--- src/rtl/pipe_hazard_ctrl_if.sv ---
// Control-side bundle between the core datapath and pipe_hazard_ctrl.
// The datapath uses the master modport and the control unit uses the slave modport.
interface pipe_hazard_ctrl_if #(
  parameter int NUM_STAGES = 5,
  parameter int CNT_W      = 32
);
  logic                  trigger;
  logic                  mem_stall;
  logic                  branch_taken;
  logic [4:0]            id_rs1;
  logic [4:0]            id_rs2;
  logic                  id_uses_rs1;
  logic                  id_uses_rs2;
  logic [4:0]            ex_rd;
  logic                  ex_mem_read;
  logic                  pc_en;
  logic [NUM_STAGES-2:0] stage_en;
  logic [NUM_STAGES-2:0] stage_flush;
  logic [NUM_STAGES-2:0] stage_valid;
  logic                  running;
  logic [CNT_W-1:0]      stall_count;
  logic [CNT_W-1:0]      flush_count;
  logic [CNT_W-1:0]      lu_count;

  modport master (
    output trigger, mem_stall, branch_taken, id_rs1, id_rs2,
           id_uses_rs1, id_uses_rs2, ex_rd, ex_mem_read,
    input  pc_en, stage_en, stage_flush, stage_valid, running,
           stall_count, flush_count, lu_count
  );

  modport slave (
    input  trigger, mem_stall, branch_taken, id_rs1, id_rs2,
           id_uses_rs1, id_uses_rs2, ex_rd, ex_mem_read,
    output pc_en, stage_en, stage_flush, stage_valid, running,
           stall_count, flush_count, lu_count
  );
endinterface

--- src/rtl/pipe_hazard_ctrl.sv ---
// Pipeline control unit: per-register enables/flushes, valid tracking, stall/flush/load-use handling.
// Define PIPE_PERF_CNT_EN to build the saturating performance counters; otherwise they read 0.
module pipe_hazard_ctrl #(
  parameter int NUM_STAGES = 5,
  parameter int CNT_W      = 32
) (
  input  logic               clk,
  input  logic               rst,
  pipe_hazard_ctrl_if.slave  bus
);
  localparam int NR = NUM_STAGES - 1;

  typedef enum logic [1:0] {
    IDLE = 2'd0,
    RUN  = 2'd1,
    MISS = 2'd2
  } state_e;

  state_e        state_q, state_d;
  logic [NR-1:0] valid_q, valid_d;
  logic [NR-1:0] stageEn, stageFlush;
  logic          pcEn;
  logic          active, stallHit, branchHit, loadUseHit, luHit;

  // Hazard detection; a branch only counts when EX actually holds a live instruction.
  always_comb begin
    active     = (state_q != IDLE);
    loadUseHit = bus.ex_mem_read && valid_q[1] && valid_q[0] && (bus.ex_rd != 5'd0) &&
                 ((bus.id_uses_rs1 && (bus.id_rs1 == bus.ex_rd)) ||
                  (bus.id_uses_rs2 && (bus.id_rs2 == bus.ex_rd)));
    stallHit   = active && bus.mem_stall;
    branchHit  = active && !bus.mem_stall && bus.branch_taken && valid_q[1];
    luHit      = active && !bus.mem_stall && !branchHit && loadUseHit;
  end

  always_ff @(posedge clk or posedge rst) begin
    if (rst) state_q <= IDLE;
    else     state_q <= state_d;
  end

  always_comb begin
    state_d = state_q;
    case (state_q)
      IDLE:    if (bus.trigger)    state_d = RUN;
      RUN:     if (bus.mem_stall)  state_d = MISS;
      MISS:    if (!bus.mem_stall) state_d = RUN;
      default: state_d = IDLE;
    endcase
  end

  // Priority: memory stall freezes everything, then branch redirect, then load-use bubble.
  always_comb begin
    pcEn       = 1'b0;
    stageEn    = '1;
    stageFlush = '0;
    if (!active) begin
      stageFlush = '1;
    end else if (stallHit) begin
      stageEn = '0;
    end else if (branchHit) begin
      pcEn            = 1'b1;
      stageFlush[1:0] = 2'b11;
    end else if (luHit) begin
      stageEn[0]    = 1'b0;
      stageFlush[1] = 1'b1;
    end else begin
      pcEn = 1'b1;
    end
  end

  always_comb begin
    valid_d = valid_q;
    if (stageEn[0]) valid_d[0] = !stageFlush[0] && (state_q == RUN);
    for (int k = 1; k < NR; k++) begin
      if (stageEn[k]) valid_d[k] = !stageFlush[k] && valid_q[k-1];
    end
  end

  always_ff @(posedge clk or posedge rst) begin
    if (rst) valid_q <= '0;
    else     valid_q <= valid_d;
  end

  assign bus.pc_en       = pcEn;
  assign bus.stage_en    = stageEn;
  assign bus.stage_flush = stageFlush;
  assign bus.stage_valid = valid_q;
  assign bus.running     = active;

`ifdef PIPE_PERF_CNT_EN
  logic [CNT_W-1:0] stallCnt_q, stallCnt_d;
  logic [CNT_W-1:0] flushCnt_q, flushCnt_d;
  logic [CNT_W-1:0] luCnt_q, luCnt_d;

  // Counters stick at all-ones rather than wrapping.
  always_comb begin
    stallCnt_d = stallCnt_q;
    flushCnt_d = flushCnt_q;
    luCnt_d    = luCnt_q;
    if (stallHit  && (stallCnt_q != '1)) stallCnt_d = stallCnt_q + CNT_W'(1);
    if (branchHit && (flushCnt_q != '1)) flushCnt_d = flushCnt_q + CNT_W'(1);
    if (luHit     && (luCnt_q    != '1)) luCnt_d    = luCnt_q + CNT_W'(1);
  end

  always_ff @(posedge clk or posedge rst) begin
    if (rst) begin
      stallCnt_q <= '0;
      flushCnt_q <= '0;
      luCnt_q    <= '0;
    end else begin
      stallCnt_q <= stallCnt_d;
      flushCnt_q <= flushCnt_d;
      luCnt_q    <= luCnt_d;
    end
  end

  assign bus.stall_count = stallCnt_q;
  assign bus.flush_count = flushCnt_q;
  assign bus.lu_count    = luCnt_q;
`else
  assign bus.stall_count = '0;
  assign bus.flush_count = '0;
  assign bus.lu_count    = '0;
`endif

endmodule

--- src/flat_wrapper.sv ---
// flat-port wrapper written by rule: the top's interface ports become plain ports
module pipe_hazard_ctrl_flat 
#(
  parameter int NUM_STAGES = 5,
  parameter int CNT_W      = 32
)
  (clk, rst, bus_trigger, bus_mem_stall, bus_branch_taken, bus_id_rs1, bus_id_rs2, bus_id_uses_rs1, bus_id_uses_rs2, bus_ex_rd, bus_ex_mem_read, bus_pc_en, bus_stage_en, bus_stage_flush, bus_stage_valid, bus_running, bus_stall_count, bus_flush_count, bus_lu_count);
  pipe_hazard_ctrl_if #(.NUM_STAGES(NUM_STAGES), .CNT_W(CNT_W)) bus_i ();
  input  logic clk;
  input  logic rst;
  input wire logic [$bits(bus_i.trigger)-1:0] bus_trigger;
  input wire logic [$bits(bus_i.mem_stall)-1:0] bus_mem_stall;
  input wire logic [$bits(bus_i.branch_taken)-1:0] bus_branch_taken;
  input wire logic [$bits(bus_i.id_rs1)-1:0] bus_id_rs1;
  input wire logic [$bits(bus_i.id_rs2)-1:0] bus_id_rs2;
  input wire logic [$bits(bus_i.id_uses_rs1)-1:0] bus_id_uses_rs1;
  input wire logic [$bits(bus_i.id_uses_rs2)-1:0] bus_id_uses_rs2;
  input wire logic [$bits(bus_i.ex_rd)-1:0] bus_ex_rd;
  input wire logic [$bits(bus_i.ex_mem_read)-1:0] bus_ex_mem_read;
  output wire logic [$bits(bus_i.pc_en)-1:0] bus_pc_en;
  output wire logic [$bits(bus_i.stage_en)-1:0] bus_stage_en;
  output wire logic [$bits(bus_i.stage_flush)-1:0] bus_stage_flush;
  output wire logic [$bits(bus_i.stage_valid)-1:0] bus_stage_valid;
  output wire logic [$bits(bus_i.running)-1:0] bus_running;
  output wire logic [$bits(bus_i.stall_count)-1:0] bus_stall_count;
  output wire logic [$bits(bus_i.flush_count)-1:0] bus_flush_count;
  output wire logic [$bits(bus_i.lu_count)-1:0] bus_lu_count;
  assign bus_i.trigger = bus_trigger;
  assign bus_i.mem_stall = bus_mem_stall;
  assign bus_i.branch_taken = bus_branch_taken;
  assign bus_i.id_rs1 = bus_id_rs1;
  assign bus_i.id_rs2 = bus_id_rs2;
  assign bus_i.id_uses_rs1 = bus_id_uses_rs1;
  assign bus_i.id_uses_rs2 = bus_id_uses_rs2;
  assign bus_i.ex_rd = bus_ex_rd;
  assign bus_i.ex_mem_read = bus_ex_mem_read;
  assign bus_pc_en = bus_i.pc_en;
  assign bus_stage_en = bus_i.stage_en;
  assign bus_stage_flush = bus_i.stage_flush;
  assign bus_stage_valid = bus_i.stage_valid;
  assign bus_running = bus_i.running;
  assign bus_stall_count = bus_i.stall_count;
  assign bus_flush_count = bus_i.flush_count;
  assign bus_lu_count = bus_i.lu_count;
  pipe_hazard_ctrl #(.NUM_STAGES(NUM_STAGES), .CNT_W(CNT_W)) u_core (.clk(clk), .rst(rst), .bus(bus_i));
endmodule
--- config.mk ---
export PLATFORM = sky130hd
export DESIGN_NAME = pipe_hazard_ctrl_flat
export DESIGN_NICKNAME = d
export VERILOG_FILES = /design/src/rtl/pipe_hazard_ctrl_if.sv /design/src/rtl/pipe_hazard_ctrl.sv /design/src/flat_wrapper.sv
export SDC_FILE = /design/constraint.sdc
export NUM_CORES = 1
export LEC_CHECK = 0
export ABC_CLOCK_PERIOD_IN_PS = 2000
export BUFFER_PORTS_ARGS = -buffer_cell sky130_fd_sc_hd__buf_2
export CAP_MARGIN = 20
export CORE_ASPECT_RATIO = 1.5
export CORE_MARGIN = 2
export CORE_UTILIZATION = 38
export CTS_CLUSTER_DIAMETER = 60
export DETAILED_ROUTE_END_ITERATION = 7
export PLACE_DENSITY = 0.87
export SYNTH_ARGS = -nofsm -noshare
export SYNTH_HDL_FRONTEND = slang
export SYNTH_SLANG_ARGS = --single-unit
--- constraint.sdc ---
create_clock -name clk -period 2 [get_ports clk]
set_input_delay 0.3 -clock clk [delete_from_list [all_inputs] [get_ports clk]]
set_output_delay 0.3 -clock clk [all_outputs]
set_load 0.01 [all_outputs]
==> results of run 1 <==
## sequential cells by signal, indices dropped and copies added (netlist names)
name                    count
u_core.bus.stage_valid      4
u_core.state_q              2
## metrics by stage
step	cells	cell area, µm²	total power [mW]	setup slack, ns
2_1_floorplan	249	1590	0.755	0.417
5_1_grt	228	1130	1.05	0.0117
3_5_place_dp	224	1070	0.780	0.0693
3_3_place_gp	224	1070	0.769	0.130
6_report	228	1130	0.970	0.113
4_1_cts	228	1120	0.976	0.0660
## metal layers
layer  up-vias  global-route usage  part of all wire
li1        360                   -                 -
met1       340              0.0969              0.31
met2        94               0.181              0.48
met3         7              0.0203              0.17
met4         0              0.0961             0.037
met5         -                   0                 0
## cells in the mapped netlist
master,instances
mux2i_1,3
o21ai_1,2
buf_4,99
dfrtp_1,6
inv_1,2
or4_4,1
nand3_1,2
o21ai_2,1
or2_1,1
nor2_4,1
o22ai_2,1
nand4_1,2
inv_2,2
nand2_1,6
o21a_1,1
clkbuf_1,1
nor3_1,1
a211oi_2,1
buf_2,1
o32ai_2,1
conb_1,1
a32oi_1,1
xnor2_1,11
a21boi_1,1
nor3b_2,1
nor2_1,4
## path summary, 6_finish.rpt
path                                                  startpoint                               endpoint  cells after the start
min in group asynchronous                                    rst  u_core.bus.stage_valid[0]$_DFFE_PP0P_                      3
hold reg to reg            u_core.bus.stage_valid[3]$_DFFE_PP0P_  u_core.bus.stage_valid[3]$_DFFE_PP0P_                      2
hold / removal                                       bus_trigger          u_core.state_q[0]$_DFFE_PP0P_                      3
setup reg to reg                   u_core.state_q[0]$_DFFE_PP0P_  u_core.bus.stage_valid[1]$_DFFE_PP0P_                      4
max in group asynchronous                                    rst  u_core.bus.stage_valid[3]$_DFFE_PP0P_                      3
setup / recovery                                    bus_ex_rd[4]                     bus_stage_flush[1]                      7
## cell families after synthesis
group                  synth area share
AND/OR/NAND/NOR                  0.0859
multiplexers                     0.0243
XOR/XNOR                         0.0779
flip-flops                        0.121
AO/OA/AOI/OAI                    0.0678
buffers and inverters             0.620
other                           0.00303
## layout by cell type, fill, tap and decap left out
master,instances
nor2_1,4
inv_1,2
o21ai_1,2
buf_2,36
inv_2,2
o21a_1,1
clkbuf_8,3
nand2_1,6
nor3_1,1
nor2_4,1
or4_4,1
a32oi_1,1
dlygate4sd3_1,1
a211oi_2,1
nand3_1,2
o21ai_2,1
conb_1,96
nand4_1,2
a21boi_1,1
mux2i_1,3
nor3b_4,1
o22ai_2,1
or2_1,1
o32ai_2,1
dfrtp_1,6
xnor2_1,11
## cell type report
class	count	area, µm²
inverter	4	15.0
sequential	6	150
clock buffer	3	41.3
multi-input combinational	138	683
tap	40	50.0
fill	342	2000
timing repair buffer	37	190
## power breakdown
part / internal, mW / leakage [nW] / switching [mW]
sequential: 0.167 / 0.0796 / 0.0539
combinational: 0.203 / 0.562 / 0.360
clock: 0.130 / 0.0216 / 0.0568
## what timing repair did
item                                   in CTS  in global routing
gates resized for setup                     0                  1
setup endpoints to repair                   0                  2
endpoints found under the hold margin       6                  0
hold buffers                                1                  0
## critical path: cells and delay by family
family | cells | cell delay (ns)
AOI/OAI and AO/OA | 2 | 0.34
xor gates and xnor gates | 1 | 0.24
buffers and inverters | 2 | 0.25
and+or+nand+nor | 2 | 0.47
==> impl_results.md, run 1 <==
* Setup bufs post-CTS at 0
* Drt wl/cell at 9.07 µm
* Status: finished, final reports clean
* Worst Skew at 0.00401 ns
* Netlist cell types at 26
* Number of global-route vias before repair at 609
* Synth-to-layout area growth at -8.70%
* Setup-failing EPs final at 0
* DRC at 0
* CTS H-tree depth at 1
* Fraction of layout cells with a size suffix above 1 at 0.255
* Clock sink total at 6
* Initial core utilization at 0.396
* Die X at 50.6 µm
* FMAX at 530 MHz
* Critical Path RT at 1.70 ns
* Initial antenna violation count at 0
* Largest cells by area after synthesis: buf_4 60%, dfrtp_1 12%, xnor2_1 7.8%
* Worst-Skew Late Latency at 0.23 ns
* Max-cap violations at 0
* Gate Count Post-Synth at 154
* Critical Path Start Type: primary input
* Post-layout util at 0.361
* # nets final at 213
* HP Class: in -> reg
* Clock-pin slew on the worst setup and hold paths at 0.04 ns
* Hold Fails Final Rpt at 0
* Slowest cell delay on critical path at 0.32 ns
* CTS Root Cell: clkbuf_8
* Critical Path Fanout Max at 4
* Core area at 3130 µm²
* Setup CP Type: in -> out
* Iter 0 DRT Violations at 14
* Via Count at 801
* Final antenna-violating net count at 0
* Largest net degree at the start of global routing at 9
* Bufs on Longest Clock Path at 2
* Vias per cell at 3.51
* Die Y at 73.9 µm
* Final hold slack at 0.358 ns
* Post-synthesis sequential area ratio at 0.121
* Total global-route track usage at 0.103
* Register bit total from synthesis at 6
* Crit share post-route at 0.943
* Yosys warning total at 0
* Final Max Slew Viols at 0
* R2R Setup Slk at 0.65 ns
* First-pass GRT wire length at 2.74 mm
* Crit path cell chain: buf_2 -> xnor2_1 -> nand4_1 -> o22ai_2 -> nor3b_4 -> o21a_1 -> buf_2
* RePlAce Congestion at 0.684
* Cell accounting for the most synthesized area: buf_4
* Die area at 3740 µm²
* CTS buffer count at 3
* Crit path arrival time at 1.59 ns
* CP most frequent cell: buf_2
* Hpwl dp at 1.78 mm
* Grt total ovfl at 0
* Crit path time final at 1.89 ns
* Worst VDD drop at 595 µV
* Antenna cells at 0
* Rows at 25
* Mapped Area at 1240 µm²
* DRT Pass-1 Iters at 4
* Leakage at 0.663 nW
* Post-Route WL at 2.07 mm
* Critical Path End Type: output port
* Power density cells at 859 nW/µm²
* RSZ-0062 raised after global routing: no
* IO Pins at 133
* PortBufs at 36
* Avg Cell Area, Syn at 8.04 µm²
* CTS tree: yes
* Top-area cell type share of the netlist area at 0.601
* Setup TNS Final at 0 ns
* Slowest cell on crit path: nor3b_4
(Power assumes the default switching activity.)
==> run 2: changes to the inputs <==
--- a/config.mk
+++ b/config.mk
@@ -14,6 +14,7 @@
 export CTS_CLUSTER_DIAMETER = 60
 export DETAILED_ROUTE_END_ITERATION = 7
 export PLACE_DENSITY = 0.87
+export SETUP_SLACK_MARGIN = 0.2
 export SYNTH_ARGS = -nofsm -noshare
 export SYNTH_HDL_FRONTEND = slang
 export SYNTH_SLANG_ARGS = --single-unit
==> run 2 against run 1 <==
Compared with the run above:
- sequential power about the same
- critical path depth shrank 1
- first-iteration DRC count is 57% higher
- cell count up 0.88%
- design area grew 12%
- via count is 2.0% higher
- clock power hardly changed
- clock skew is essentially flat
==> impl_results.md, run 2 (synthesis gave the netlist of run 1 again) <==
* Initial core utilization at 0.396 (unchanged)
* Via Count at 817 (+2.0%)
* IO Pins at 133 (unchanged)
* Bufs on Longest Clock Path at 2 (unchanged)
* Clock sink total at 6 (unchanged)
* Crit share post-route at 0.911 (-0.0324)
* RSZ-0062 raised after global routing: yes
* FMAX at 549 MHz (+3.6%)
* CTS H-tree depth at 1 (unchanged)
* Total global-route track usage at 0.104 (+0.00168)
* Clock-pin slew on the worst setup and hold paths at 0.04 ns (about the same)
* Iter 0 DRT Violations at 22 (+8)
* Register area at 150 µm² (unchanged)
* # nets final at 215 (+0.94%)
* Critical Path RT at 1.70 ns (about the same)
* Grt total ovfl at 0 (unchanged)
* Pwr Total at 1.01 mW (+4.5%)
* Post-Route WL at 2.19 mm (+6.0%)
* Antenna cells at 0 (unchanged)
* Hpwl dp at 1.78 mm (unchanged)
* Final worst slack at 0.178 ns (+0.0648 ns)
* First-pass GRT wire length at 2.79 mm (+1.8%)
* Core area at 3130 µm² (unchanged)
* Placed inst area at 1070 µm² (unchanged)
* Fin cells at 230 (+0.88%)
* Commonest non-fill, non-tap cell in the layout: conb_1
* R2R Setup Slk at 0.68 ns (+0.03 ns)
* Synth-to-layout area growth at 1.82%
* DRT Pass-1 Iters at 4 (unchanged)
* Setup CP Type: in -> out
* Critical Path Start Type: primary input
* PortBufs at 36 (unchanged)
* Largest net degree at the start of global routing at 9 (unchanged)
* R2R depth at 5 (+1)
* Most frequent cells in the layout: 96 x conb_1, 28 x buf_2, 7 x xnor2_2, 6 x buf_6, 6 x dfrtp_1
* Die area at 3740 µm² (unchanged)
* Worst VDD drop at 604 µV (+1.5%)
* Rows at 25 (unchanged)
* Fraction of layout cells with a size suffix above 1 at 0.311 (+0.0552)
* Comb pwr share at 0.598 (+0.018)
* Fill cells at 333 (-2.6%)
* Vias per cell at 3.55 (+1.1%)
* Die Y at 73.9 µm (unchanged)
* Power density cells at 805 nW/µm² (-6.3%)
* Area of the multi-input gates at 741 µm² (+8.4%)
* CTS Root Cell: clkbuf_8
* Number of global-route vias before repair at 609 (unchanged)
* Hold path depth at 3 (unchanged)
* Switching pwr at 482 µW (+2.2%)
* Die X at 50.6 µm (unchanged)
* RePlAce Congestion at 0.684 (unchanged)
* HP Class: in -> reg
* Max-cap violations at 0 (unchanged)
* Setup-failing EPs final at 0 (unchanged)
* CTS buffer count at 3 (unchanged)
* Crit path time final at 1.82 ns (-0.0648 ns)
* Hold Fails Final Rpt at 0 (unchanged)
* Status: finished, final reports clean
* Setup TNS Final at 0 ns (unchanged)
* Finished Cell Area at 1260 µm² (+12%)
* Max reg flops at 4 (unchanged)
* Sequential share of power at 0.218 (-0.009)
* Net Sw Frac at 0.475 (-0.0108)
* CTS tree: yes
* Crit path arrival time at 1.52 ns (-0.07 ns)
* Worst Skew at 0.00410 ns (+0.0000861 ns)
* Final Max Slew Viols at 0 (unchanged)
* Leakage at 0.734 nW (+11%)
* Clock Power Share at 0.184 (-0.008)
* Initial antenna violation count at 0 (unchanged)
* Worst-Skew Late Latency at 0.23 ns (about the same)
* Drt wl/cell at 9.53 µm (+5.1%)
* Internal power at 532 µW (+6.7%)
* Placed cells at 224 (unchanged)
* DRC at 0 (unchanged)
* Final antenna-violating net count at 0 (unchanged)
* Critical Path End Type: output port
* Critical Path Fanout Max at 3 (-1)
* Dpl ws at 0.0693 ns (unchanged)
==> run 2: changes by cell type in the layout (fill, tap and decap cells not counted), sizes merged <==
cell / delta
buf: +2
==> run 2: worst max-delay path, stage by stage <==
cell,delay [ns]
buf_8,0.11
or4_4,0.54
nor2_4,0.15
nor3b_4,0.07
a211oi_2,0.20
buf_2,0.15
==> run 2: routing by layer <==
layer	part of all wire	global-route usage	vias to the layer above
met3	0.15	0.0102	5
met1	0.31	0.106	357
met5	0	0	-
met2	0.51	0.187	92
met4	0.032	0.0901	0
li1	-	-	363
==> run 2: metrics by stage <==
stage,util,hold WS [ns]
finish,0.403,0.358
global route,0.403,0.377
detailed placement,0.343,0.226
floorplan,-,0.0910
CTS,0.373,0.354
global placement,0.343,0.220
==> run 2: path summary, 6_finish.rpt <==
path / start / to
max in group asynchronous: rst / u_core.bus.stage_valid[3]$_DFFE_PP0P_
hold reg to reg: u_core.bus.stage_valid[3]$_DFFE_PP0P_ / u_core.bus.stage_valid[3]$_DFFE_PP0P_
hold / removal: bus_trigger / u_core.state_q[0]$_DFFE_PP0P_
min in group asynchronous: rst / u_core.bus.stage_valid[0]$_DFFE_PP0P_
setup reg to reg: u_core.state_q[0]$_DFFE_PP0P_ / u_core.bus.stage_valid[0]$_DFFE_PP0P_
setup / recovery: bus_ex_rd[1] / bus_pc_en
==> run 2: layout make-up <==
class                   instances  area share
multi-input cells             138       0.588
repair buffers                 39       0.209
flip-flops and latches          6       0.119
well taps                      40      0.0397
clock buffers                   3      0.0328
inverters                       4      0.0119
==> run 2: power groups by stage <==
stage / clock [mW] / sequential (mW) / combinational [mW]
final: 0.187 / 0.221 / 0.606
after global routing: 0.197 / 0.232 / 0.660
after CTS: 0.193 / 0.221 / 0.583
after detailed placement: 0 / 0.221 / 0.559
after global placement: 0 / 0.219 / 0.550
after floorplan: 0 / 0.222 / 0.533
==> run 2: timing repair <==
item / 4_1_cts / 5_1_grt
gates resized for setup: 8 / 17
hold buffers: 1 / 0
setup buffers: 2 / 0
pin swaps: 5 / 11
hold endpoints to repair: 6 / 0
endpoints found under the setup margin: 3 / 3
